$ cat src/rtl/mem_stage.sv
// Memory-access stage of the five-stage pipeline. It sits downstream of the
// EX/MEM register and does four jobs:
//   - runs a request/acknowledge handshake with data memory for loads and stores
//   - aborts an access that waits too long and sets a sticky error flag
//   - resolves branches
//   - holds the MEM/WB pipeline register
// hit is the advance enable for everything upstream. It is low while an
// access is outstanding.
module mem_stage #(
    parameter int TIMEOUT = 255
) (
    input  logic        clk,
    input  logic        rst,
    input  logic [1:0]  i_ctlwb,
    input  logic [2:0]  i_ctlmem,
    input  logic        ialu_zero,
    input  logic [31:0] iadder_output,
    input  logic [31:0] ialu_output,
    input  logic [31:0] iread_dat_2,
    input  logic [4:0]  imux_out,
    output logic        mem_req,
    output logic        mem_we,
    output logic [31:0] mem_addr,
    output logic [31:0] mem_wdata,
    input  logic        mem_ack,
    input  logic [31:0] mem_rdata,
    output logic        hit,
    output logic        pc_src,
    output logic [31:0] obranch_target,
    output logic        mem_err,
    output logic [1:0]  o_ctlwb,
    output logic [31:0] oread_data,
    output logic [31:0] oalu_output,
    output logic [4:0]  omux_out
);

    // state   | meaning
    // IDLE    | no access outstanding; a new access is latched and issued from here
    // WAIT    | request held on the memory bus until it is acknowledged or times out
    typedef enum logic {
        ST_IDLE = 1'b0,
        ST_WAIT = 1'b1
    } state_t;

    // Last value of the wait counter before the access is abandoned.
    localparam logic [7:0] WAIT_LAST = 8'(TIMEOUT - 1);

    state_t      state;
    state_t      state_next;
    logic [7:0]  wait_cnt;
    logic [31:0] addr_q;
    logic [31:0] wdata_q;
    logic        we_q;
    logic        is_read_q;

    logic        access;
    logic        start_access;
    logic        abort;
    logic [31:0] load_data;

    // A single MEM control bit is enough to require a memory access.
    assign access = i_ctlmem[1] | i_ctlmem[0];

    // Next state, upstream advance enable, and abort detection.
    always_comb begin
        state_next   = state;
        hit          = 1'b1;
        abort        = 1'b0;
        start_access = 1'b0;
        case (state)
            ST_IDLE: begin
                if (access) begin
                    hit          = 1'b0;
                    start_access = 1'b1;
                    state_next   = ST_WAIT;
                end
            end
            ST_WAIT: begin
                if (mem_ack) begin
                    state_next = ST_IDLE;
                end else if (wait_cnt == WAIT_LAST) begin
                    abort      = 1'b1;
                    state_next = ST_IDLE;
                end else begin
                    hit = 1'b0;
                end
            end
            default: begin
                state_next = ST_IDLE;
            end
        endcase
    end

    // State register. Reset returns to IDLE, which drops any live request at once.
    always_ff @(posedge clk or posedge rst) begin
        if (rst) begin
            state <= ST_IDLE;
        end else begin
            state <= state_next;
        end
    end

    // Wait-cycle counter. It is cleared when an access is issued. The abort
    // fires before the counter can wrap.
    always_ff @(posedge clk or posedge rst) begin
        if (rst) begin
            wait_cnt <= 8'd0;
        end else if (start_access) begin
            wait_cnt <= 8'd0;
        end else if (state == ST_WAIT && !mem_ack && !abort) begin
            wait_cnt <= wait_cnt + 8'd1;
        end
    end

    // Request latches. They are loaded once per access, so the bus stays stable
    // for the whole of WAIT and keeps its last value afterwards.
    always_ff @(posedge clk or posedge rst) begin
        if (rst) begin
            addr_q    <= 32'd0;
            wdata_q   <= 32'd0;
            we_q      <= 1'b0;
            is_read_q <= 1'b0;
        end else if (start_access) begin
            addr_q    <= {ialu_output[31:2], 2'b00};
            wdata_q   <= iread_dat_2;
            // When MemRead and MemWrite are both set, the access is a read.
            we_q      <= i_ctlmem[0] & ~i_ctlmem[1];
            is_read_q <= i_ctlmem[1];
        end
    end

    assign mem_req   = (state == ST_WAIT);
    assign mem_we    = mem_req & we_q;
    assign mem_addr  = addr_q;
    assign mem_wdata = wdata_q;

    // Load data reaches MEM/WB only on a completed read.
    // Stores and non-access instructions write zero.
    assign load_data = (state == ST_WAIT && is_read_q) ? mem_rdata : 32'd0;

    assign pc_src         = i_ctlmem[2] & ialu_zero & hit;
    assign obranch_target = iadder_output;

    // MEM/WB register. A stall or an abort inserts a bubble by clearing only
    // the WB controls; the data fields hold their values.
    always_ff @(posedge clk or posedge rst) begin
        if (rst) begin
            o_ctlwb     <= 2'b00;
            oread_data  <= 32'd0;
            oalu_output <= 32'd0;
            omux_out    <= 5'd0;
        end else if (hit && !abort) begin
            o_ctlwb     <= i_ctlwb;
            oread_data  <= load_data;
            oalu_output <= ialu_output;
            omux_out    <= imux_out;
        end else begin
            o_ctlwb <= 2'b00;
        end
    end

    // Sticky timeout flag. Only reset clears it.
    always_ff @(posedge clk or posedge rst) begin
        if (rst) begin
            mem_err <= 1'b0;
        end else if (abort) begin
            mem_err <= 1'b1;
        end
    end

endmodule

$ cat config.mk
export PLATFORM = sky130hd
export DESIGN_NAME = mem_stage
export DESIGN_NICKNAME = d
export VERILOG_FILES = /design/src/rtl/mem_stage.sv
export SDC_FILE = /design/constraint.sdc
export NUM_CORES = 1
export LEC_CHECK = 0
export BUFFER_PORTS_ARGS = -buffer_cell sky130_fd_sc_hd__buf_2
export CORE_MARGIN = 8
export CORE_UTILIZATION = 48
export DETAILED_ROUTE_END_ITERATION = 10
export HOLD_SLACK_MARGIN = 0.03
export PLACE_DENSITY = 0.81
export SLEW_MARGIN = 40
export SYNTH_ARGS = -nofsm -noshare
export SYNTH_HDL_FRONTEND = slang
export SYNTH_SLANG_ARGS = --single-unit
$ cat constraint.sdc
create_clock -name clk -period 6.33 [get_ports clk]
set_input_delay 0.3165 -clock clk [delete_from_list [all_inputs] [get_ports clk]]
set_output_delay 0.3165 -clock clk [all_outputs]
set_load 0.05 [all_outputs]
=== After elaboration in Yosys (flattened, before gate mapping) ===
Cells that the tools add are included.

* Bits in registers: 145
* Input port bits: 142
* Word-level logic and storage cells: 42
* Output and inout bits: 172

* Reduce and logical (&&, ||, !) cells: 7
* Equal/unequal tests: 1
* Mux-type cells: 15
* $add $sub $neg: 1
* Bitwise gates (word level): 7

{| class="wikitable"
|+ Operator list
! kind !! number
|-
| $mux 32 || 1
|-
| $mux 8 || 2
|-
| $mux 1 || 9
|-
| $add 8x1->8 const B || 1
|-
| $eq 8x8->1 const B || 1
|-
| $and 1x1->1 || 4
|-
| $logic_and 1x1->1 || 4
|-
| $pmux 1 s2 || 2
|-
| $logic_not 1->1 || 2
|-
| $mux 2 || 1
|-
| $not 1->1 || 2
|-
| $reduce_bool 2->1 || 1
|-
| $or 1x1->1 || 1
|}

=== Longest topological paths before layout ===
Gate-level depths: netlist (run 1).

* Depth in word-level cells: 8
* Depth in mapped cells: 7

=== Worst setup path before layout (run 1) ===
OpenSTA, ideal clock, no wires.

* Path kind: register -> output
* Start: register state, in the netlist mem_req
* End: output port pc_src
* Buffers on the path: 1
* Arrival: 2.027 ns
* Slack: 3.986 ns
* Stages on the path, launching flop included: 6
* Path through: dfrtp_1 -> o21bai_1 -> buf_2 -> nand2_1 -> inv_1 -> and3_1

* Longest elaborated chain between the ends: 3

{| class="wikitable"
|+ Ends and longest elaborated chain
! what !! line !! source
|-
| start: declaration || 48 || <nowiki>state_t state;</nowiki>
|-
| start signal: assignment || 99 || <nowiki>state <= state_next;</nowiki>
|-
| $not 1->1 || - ||
|-
| $pmux 1 s2 * || 70 || <nowiki>case (state)</nowiki>
|-
| via hit || 27 || <nowiki>output logic hit,</nowiki>
|-
| $and 1x1->1 * || 141 || <nowiki>assign pc_src = i_ctlmem[2] & ialu_zero & hit;</nowiki>
|-
| end: declaration || 28 || <nowiki>output logic pc_src,</nowiki>
|}

Mark *: on every way through the listed nets, which the timed path passes. The rest lies on a longest branch.

=== Worst setup path in the final report (run 1) ===
* Start: register wait_cnt[0]
* End: output port pc_src

* Longest elaborated chain between the ends: 5

{| class="wikitable"
|+ Ends and longest elaborated chain
! what !! line !! source
|-
| start: declaration || 50 || <nowiki>logic [7:0] wait_cnt;</nowiki>
|-
| start signal: assignment || 111 || <nowiki>wait_cnt <= wait_cnt + 8'd1;</nowiki>
|-
| $eq 8x8->1 || 81 || <nowiki>end else if (wait_cnt == WAIT_LAST) begin</nowiki>
|-
| $mux 1 || 81 ||
|-
| $mux 1 || 79 || <nowiki>if (mem_ack) begin</nowiki>
|-
| $pmux 1 s2 || 70 ||
|-
| $and 1x1->1 || 141 ||
|}

Every way passes these cells.

==> out/metrics.cfg, run 1 <==
[synth]
muxShareOfSynthArea_pct=12.23
yosysWarningCount=0
synthCells=524
synth_top_family_by_area=simple AND/OR/NAND/NOR gates
postSynthAreaPerCell_um2=11.23
synth.area.top_cells=dfrtp_1 (62%), mux2_2 (12%), nand2_1 (12%)
synth_top_area_share_pct=61.66
ys_types=27
synth_top_cell_by_area=dfrtp_1
syn_area_mm2=0.005884
synth_xor_area_share_pct=0
synth_compound_gate_area_share_pct=2.807
synth_simple_gate_area_share_pct=15.59
synth_fa_ha_area_share_pct=0.4253
synth-seq-area-share_pct=61.66
ys_seq_elements=145

[pwr]
switching_share_pct=46.22
power_frac_seq_pct=32.9
powerDensity_mw_per_mm2=548.1
leakagePower_uw=0.004097
combPwrFrac_pct=44.5
p_clk_share_pct=22.6
power_switching_uw=1913
p_int_uw=2225
vdd_drop_max_v=0.0003514

[placed_design]
gp_congestion=0.7980
port_buffers=247
placed_area_mm2=0.006967
hpwl_um=11450
post-place-ws_ps=4249

[route]
firstDrtPassIters=4
wire_per_inst_um=17.63
routed_via_density=5.020
drt-total-wl_um=15750
num_vias=4483
drcViolationCount=0
detail_route.iter0.violations=309
antenna_left=0

[grt]
overflow=0
antenna_found_initial=0
grt_max_degree=80
grtUsageTotal_pct=19.49
first_global_vias=4804
grt_pass1_wl_um=24930

[timing]
finClkSkew_ps=4.991
tns_ps=0
setup_ws_ps=3823
rsz0062_at_grt=false
tightest_slew_ps=767.9
max_freq_ghz=0.3989
setup_viol=0
slew_violations=0
slew_headroom_pct=48.80
fin_crit_sh_pct=39.60
final_hold_viol_count=0
period_needed_ps=2507

[cts]
cts.sinks=145
path_clk_slew_ps=50
cts-root-buf=clkbuf_16
ctsHtreeMaxLevel=4
cts_buffers=17
cts_tree=built
clk_latency_ps=410
post-cts-setup-buffers=0
clk_path_buf_depth=2

[floorplan]
fp-row-count=40
core_area_mm2=0.01201
start_util_pct=48.99
die_w_um=126.7
ios=314
die_h_um=126.7
die_area_mm2=0.01606

[flow_run]
max_cap_viol_count=0

[setup_path]
slowest_stage=dfrtp_1
cp.arrival_ps=2190
critPathKind=reg -> out
worst_setup_path_start_kind=flip-flop
path_cells=inv_1 -> ha_1 -> nand3_1 -> o21bai_4 -> nand2_1 -> inv_1 -> and3_1 -> buf_2
max_stage_delay_ps=420
critPathMaxFanout=14
crit_top_cell=inv_1
end_kind=output port
required_ps=6010

[min_path]
hold_path.class=in -> reg

[final_layout]
nets=879
fillerInstances=965
n_antenna_cell=0
layout_commonest_cell=buf_2
area_growth_syn_to_layout_pct=28.30
fin_util_pct=62.85
layout_common_cells=buf_2 (247), nand2_1 (181), dfrtp_1 (145)
drive_gt1_share_pct=46.78
fin_area_mm2=0.007550

[outcome]
status=complete, no violations

-- worst max-delay path, delay by kind of cell, from the launching register on --
family / cells / cell delay, ps
AO/OA/AOI/OAI: 1 / 370
flip-flops: 1 / 420
buffers and inverters: 3 / 400
adder cells (fa/ha/maj): 1 / 160
AND/OR/NAND/NOR: 3 / 430
-- timing repair --
item / in CTS / in global routing
hold buffers: 1 / 0
gates resized for setup: 0 / 0
hold endpoints to repair: 66 / 0
-- state kept, by name, summed over array words and instances (netlist names) --
signal	flops
oalu_output	32
o_ctlwb	2
mem_req	1
is_read_q	1
we_q	1
mem_err	1
wait_cnt	8
mem_wdata	32
omux_out	5
oread_data	32
mem_addr	30
-- worst paths after layout --
| check | slack, ps | endpoint | startpoint | cells past startpoint |
|---|---|---|---|---|
| worst min-delay path | 110 | omux_out[3] | imux_out[3] | 3 |
| worst min register to register | 460 | oread_data[12] | oread_data[12] | 2 |
| min in group asynchronous | 540 | o_ctlwb[1] | rst | 3 |
| worst max-delay path | 3820 | pc_src | wait_cnt[0] | 8 |
| worst max register to register | 4430 | mem_wdata[1] | mem_req | 4 |
| max in group asynchronous | 4660 | mem_addr[3] | rst | 4 |
-- stage by stage --
| step | total power (uW) | hold slack [ps] | cells |
|---|---|---|---|
| 6_report | 4138 | 112.1 | 893 |
| 5_1_grt | 4322 | 101.8 | 893 |
| 4_1_cts | 4178 | 92.12 | 892 |
| 3_5_place_dp | 3229 | 440.2 | 861 |
| 3_3_place_gp | 3172 | 430.8 | 861 |
| 2_1_floorplan | 2808 | 426.6 | 525 |
-- power by group through the flow --
stage                     clock (uW)  sequential [uW]  combinational, uW
after global routing             994             1400               1930
after global placement             0             1350               1820
after detailed placement           0             1370               1860
final                            933             1360               1840
after floorplan                    0             2340                471
after CTS                        954             1360               1860
-- Yosys cell counts (all sizes together) --
cell type and number:
mux2i 1, o21bai 2, dfrtp 145, inv 6, nand4 1, nand2 181
nand2b 1, ha 2, o31a 1, buf 53, o311ai 2, o21ai 4
conb 1, nand3 37, o311a 1, mux2 63, and2 4, o31ai 4
nor4b 1, clkbuf 9, o41ai 2, o211ai 2, and3 1
-- cell type report --
class	instances	area, um2	area share [%]
clock buffer	23	467.9	6.198
clock inverter	7	85.08	1.127
inverter	6	27.53	0.3646
multi-input combinational	312	1857	24.59
sequential	145	3628	48.06
tap	147	183.9	2.436
timing repair buffer	253	1300	17.22
-- kinds of logic after synthesis --
family	Yosys count
adders and majority gates	2
muxes	64
other	1
and+or+nand+nor	226
buffers and inverters	68
DFF	145
AOI/OAI and AO/OA	18
-- routing by layer --
| metal | track usage [%] | up-vias | routed length, um |
|---|---|---|---|
| met4 | 9.027 | 0 | 477 |
| met5 | 0 | - | 0 |
| met2 | 34.15 | 181 | 8157 |
| li1 | - | 2094 | - |
| met3 | 7.122 | 47 | 1287 |
| met1 | 20.51 | 2161 | 5826 |
No activity file was read; power rests on OpenSTA's default activity.
==> run 2: changes to the inputs <==
--- a/config.mk
+++ b/config.mk
@@ -7,10 +7,10 @@
 export LEC_CHECK = 0
 export BUFFER_PORTS_ARGS = -buffer_cell sky130_fd_sc_hd__buf_2
 export CORE_MARGIN = 8
-export CORE_UTILIZATION = 48
+export CORE_UTILIZATION = 45
 export DETAILED_ROUTE_END_ITERATION = 10
 export HOLD_SLACK_MARGIN = 0.03
-export PLACE_DENSITY = 0.81
+export PLACE_DENSITY = 0.76
 export SLEW_MARGIN = 40
 export SYNTH_ARGS = -nofsm -noshare
 export SYNTH_HDL_FRONTEND = slang
==> constraint.sdc (replaced) <==
create_clock -name clk -period 2.37 [get_ports clk]
set_input_delay 0.1185 -clock clk [delete_from_list [all_inputs] [get_ports clk]]
set_output_delay 0.1185 -clock clk [all_outputs]
set_load 0.05 [all_outputs]
==> run 2 against run 1 <==
  * Wire length is 14% higher
  * Core utilization is 5.8 points higher
  * Largest power group unchanged
  * Hold slack better by 7.2 ps
  * Final cell count is 16% higher
  * Sequential share of layout area is 6.4 points lower
  * Cell area is 15% higher
  * Worst setup slack worse by 3600 ps
  * Highest routed layer unchanged
==> out/metrics.cfg, run 2 (synthesized netlist as in run 1, its figures left out) <==
[outcome]
status=complete, no violations

[pwr]
p_int_uw=5977  ; +170%
total_power_uw=11260  ; +170%
power_switching_uw=5283  ; +180%
powerDensity_mw_per_mm2=1294  ; +140%
switching_share_pct=46.92  ; +0.69 points
vdd_drop_max_v=0.0008618  ; +150%
p_clk_share_pct=22.0  ; -0.6 points
combPwrFrac_pct=45.5  ; +1.0 points
leakagePower_uw=0.004552  ; +11%
power_frac_seq_pct=32.4  ; -0.5 points

[floorplan]
die_h_um=130.4  ; +2.9%
fp-row-count=41  ; +2.5%
core_area_mm2=0.01267  ; +5.5%
die_area_mm2=0.01699  ; +5.8%
die_w_um=130.4  ; +2.9%
start_util_pct=46.44  ; -2.5 points
ios=314  ; unchanged

[setup_path]
end_kind=output port
critPathMaxFanout=22  ; +8
regToRegSetupSlack_ps=580  ; -3850 ps
required_ps=2250  ; -3760 ps
slowest_stage=o21bai_4
reg2reg_depth=3  ; -1
max_stage_delay_ps=560  ; +140 ps
path_cells=dlygate4sd3_1 -> buf_2 -> o21bai_4 -> nand2_1 -> inv_1 -> and3_1 -> buf_2
crit_top_cell=buf_2
cp_top_family=buffers and inverters
r2r-start=mem_req
cp.arrival_ps=2040  ; -150 ps
critPathKind=in -> out
worst_r2r_endpoint=mem_addr[28]
crit_buf_inv=4  ; +1
worst_setup_path_start_kind=input port

[grt]
overflow=0  ; unchanged
grt_max_degree=142  ; +78%
grtUsageTotal_pct=20.87  ; +1.4 points
grt_pass1_wl_um=27310  ; +9.6%
antenna_found_initial=3  ; +3
first_global_vias=5416  ; +13%

[final_layout]
layout_common_cells=buf_2 (247), nand2_1 (181), dfrtp_1 (145)
nets=990  ; +13%
fin_util_pct=68.70  ; +5.8 points
multi_input_area_mm2=0.001856  ; about the same
fin_area_mm2=0.008705  ; +15%
layout_commonest_cell=buf_2
seq_area_mm2=0.003628  ; unchanged
fillerInstances=885  ; -8.3%
drive_gt1_share_pct=41.91  ; -4.9 points
area_growth_syn_to_layout_pct=47.93

[placed_design]
hpwl_um=11670  ; +2.0%
port_buffers=247  ; unchanged
gp_congestion=0.8567  ; +7.4%
placed_area_mm2=0.007059  ; +1.3%

[cts]
cts_tree=built
cts.sinks=145  ; unchanged
clk_path_buf_depth=2  ; unchanged
ctsHtreeMaxLevel=4  ; unchanged
cts_buffers=17  ; unchanged
cts-root-buf=clkbuf_16
clk_latency_ps=410  ; about the same
path_clk_slew_ps=60  ; about the same

[min_path]
holdPathEnd=mem_err
hold_path.class=in -> reg
hold_depth=3  ; unchanged
worstHoldStart=mem_ack

[timing]
setup_viol=0  ; unchanged
tns_ps=0  ; unchanged
slew_headroom_pct=52.19  ; +3.4 points
max_freq_ghz=0.4626
tightest_slew_ps=717.1  ; -50.83 ps
fin_crit_sh_pct=91.22
rsz0062_at_grt=false
slew_violations=0  ; unchanged
period_needed_ps=2162
finClkSkew_ps=4.360  ; -0.6308 ps
final_hold_viol_count=0  ; unchanged

[route]
wire_per_inst_um=17.37  ; -1.5%
firstDrtPassIters=4  ; unchanged
num_vias=4992  ; +11%
drt-total-wl_um=17960  ; +14%
antenna_left=0  ; unchanged
routed_via_density=4.828  ; -3.8%
detail_route.iter0.violations=184  ; -40%
drcViolationCount=0  ; unchanged

[flow_run]
max_cap_viol_count=0  ; unchanged

-- run 2: worst max path at each step --
stage           startpoint     end  slack [ps]  cells past startpoint
2_1_floorplan      mem_req  pc_src         220                      5
3_3_place_gp   wait_cnt[0]  pc_src         550                      8
5_1_grt        wait_cnt[0]  pc_src          90                      8
3_5_place_dp   wait_cnt[0]  pc_src         510                      8
6_report       i_ctlmem[1]  pc_src         210                      7
4_1_cts        wait_cnt[0]  pc_src          40                      8
-- run 2: repair_timing --
action / CTS / global route
endpoints found under the hold margin: 138 / 0
setup buffers: 0 / 4
hold buffers: 105 / 0
endpoints found under the setup margin: 0 / 1
resized for setup: 0 / 0
-- run 2: power groups by stage --
stage	clock network, uW	logic (uW)	registers, uW
finish	2480	5130	3650
global route	2650	5370	3740
CTS	2550	5120	3630
detailed placement	0	4980	3660
global placement	0	4900	3610
floorplan	0	1260	6240
-- run 2: layout make-up --
| cell class | count | area share, % |
|---|---|---|
| timing repair buffer | 364 | 27.74 |
| multi-input combinational | 312 | 21.32 |
| inverter | 6 | 0.3019 |
| tap | 172 | 2.472 |
| clock buffer | 19 | 5.088 |
| clock inverter | 13 | 1.308 |
| antenna | 3 | 0.08624 |
| sequential | 145 | 41.68 |
-- run 2: per-stage QoR --
stage | hold WS (ps) | instances | setup slack, ps
4_1_cts | 98.46 | 1027 | 42.33
3_5_place_dp | 29.06 | 890 | 506.0
6_report | 119.3 | 1034 | 208.2
2_1_floorplan | 228.6 | 525 | 224.5
5_1_grt | 124.7 | 1034 | 93.47
3_3_place_gp | 21.62 | 890 | 552.8
-- run 2: metal layers --
metal  GRT usage [%]  part of all wire [%]
met2           38.36                    52
met3           7.262                   9.0
met4           11.28                   3.2
met5               0                     0
met1           20.09                    36
-- run 2: worst register-to-register path, cell delays in order, from the launching register on --
cell and delay (ps):
dfrtp_1 500, o21bai_4 390, buf_4 400, mux2_2 400
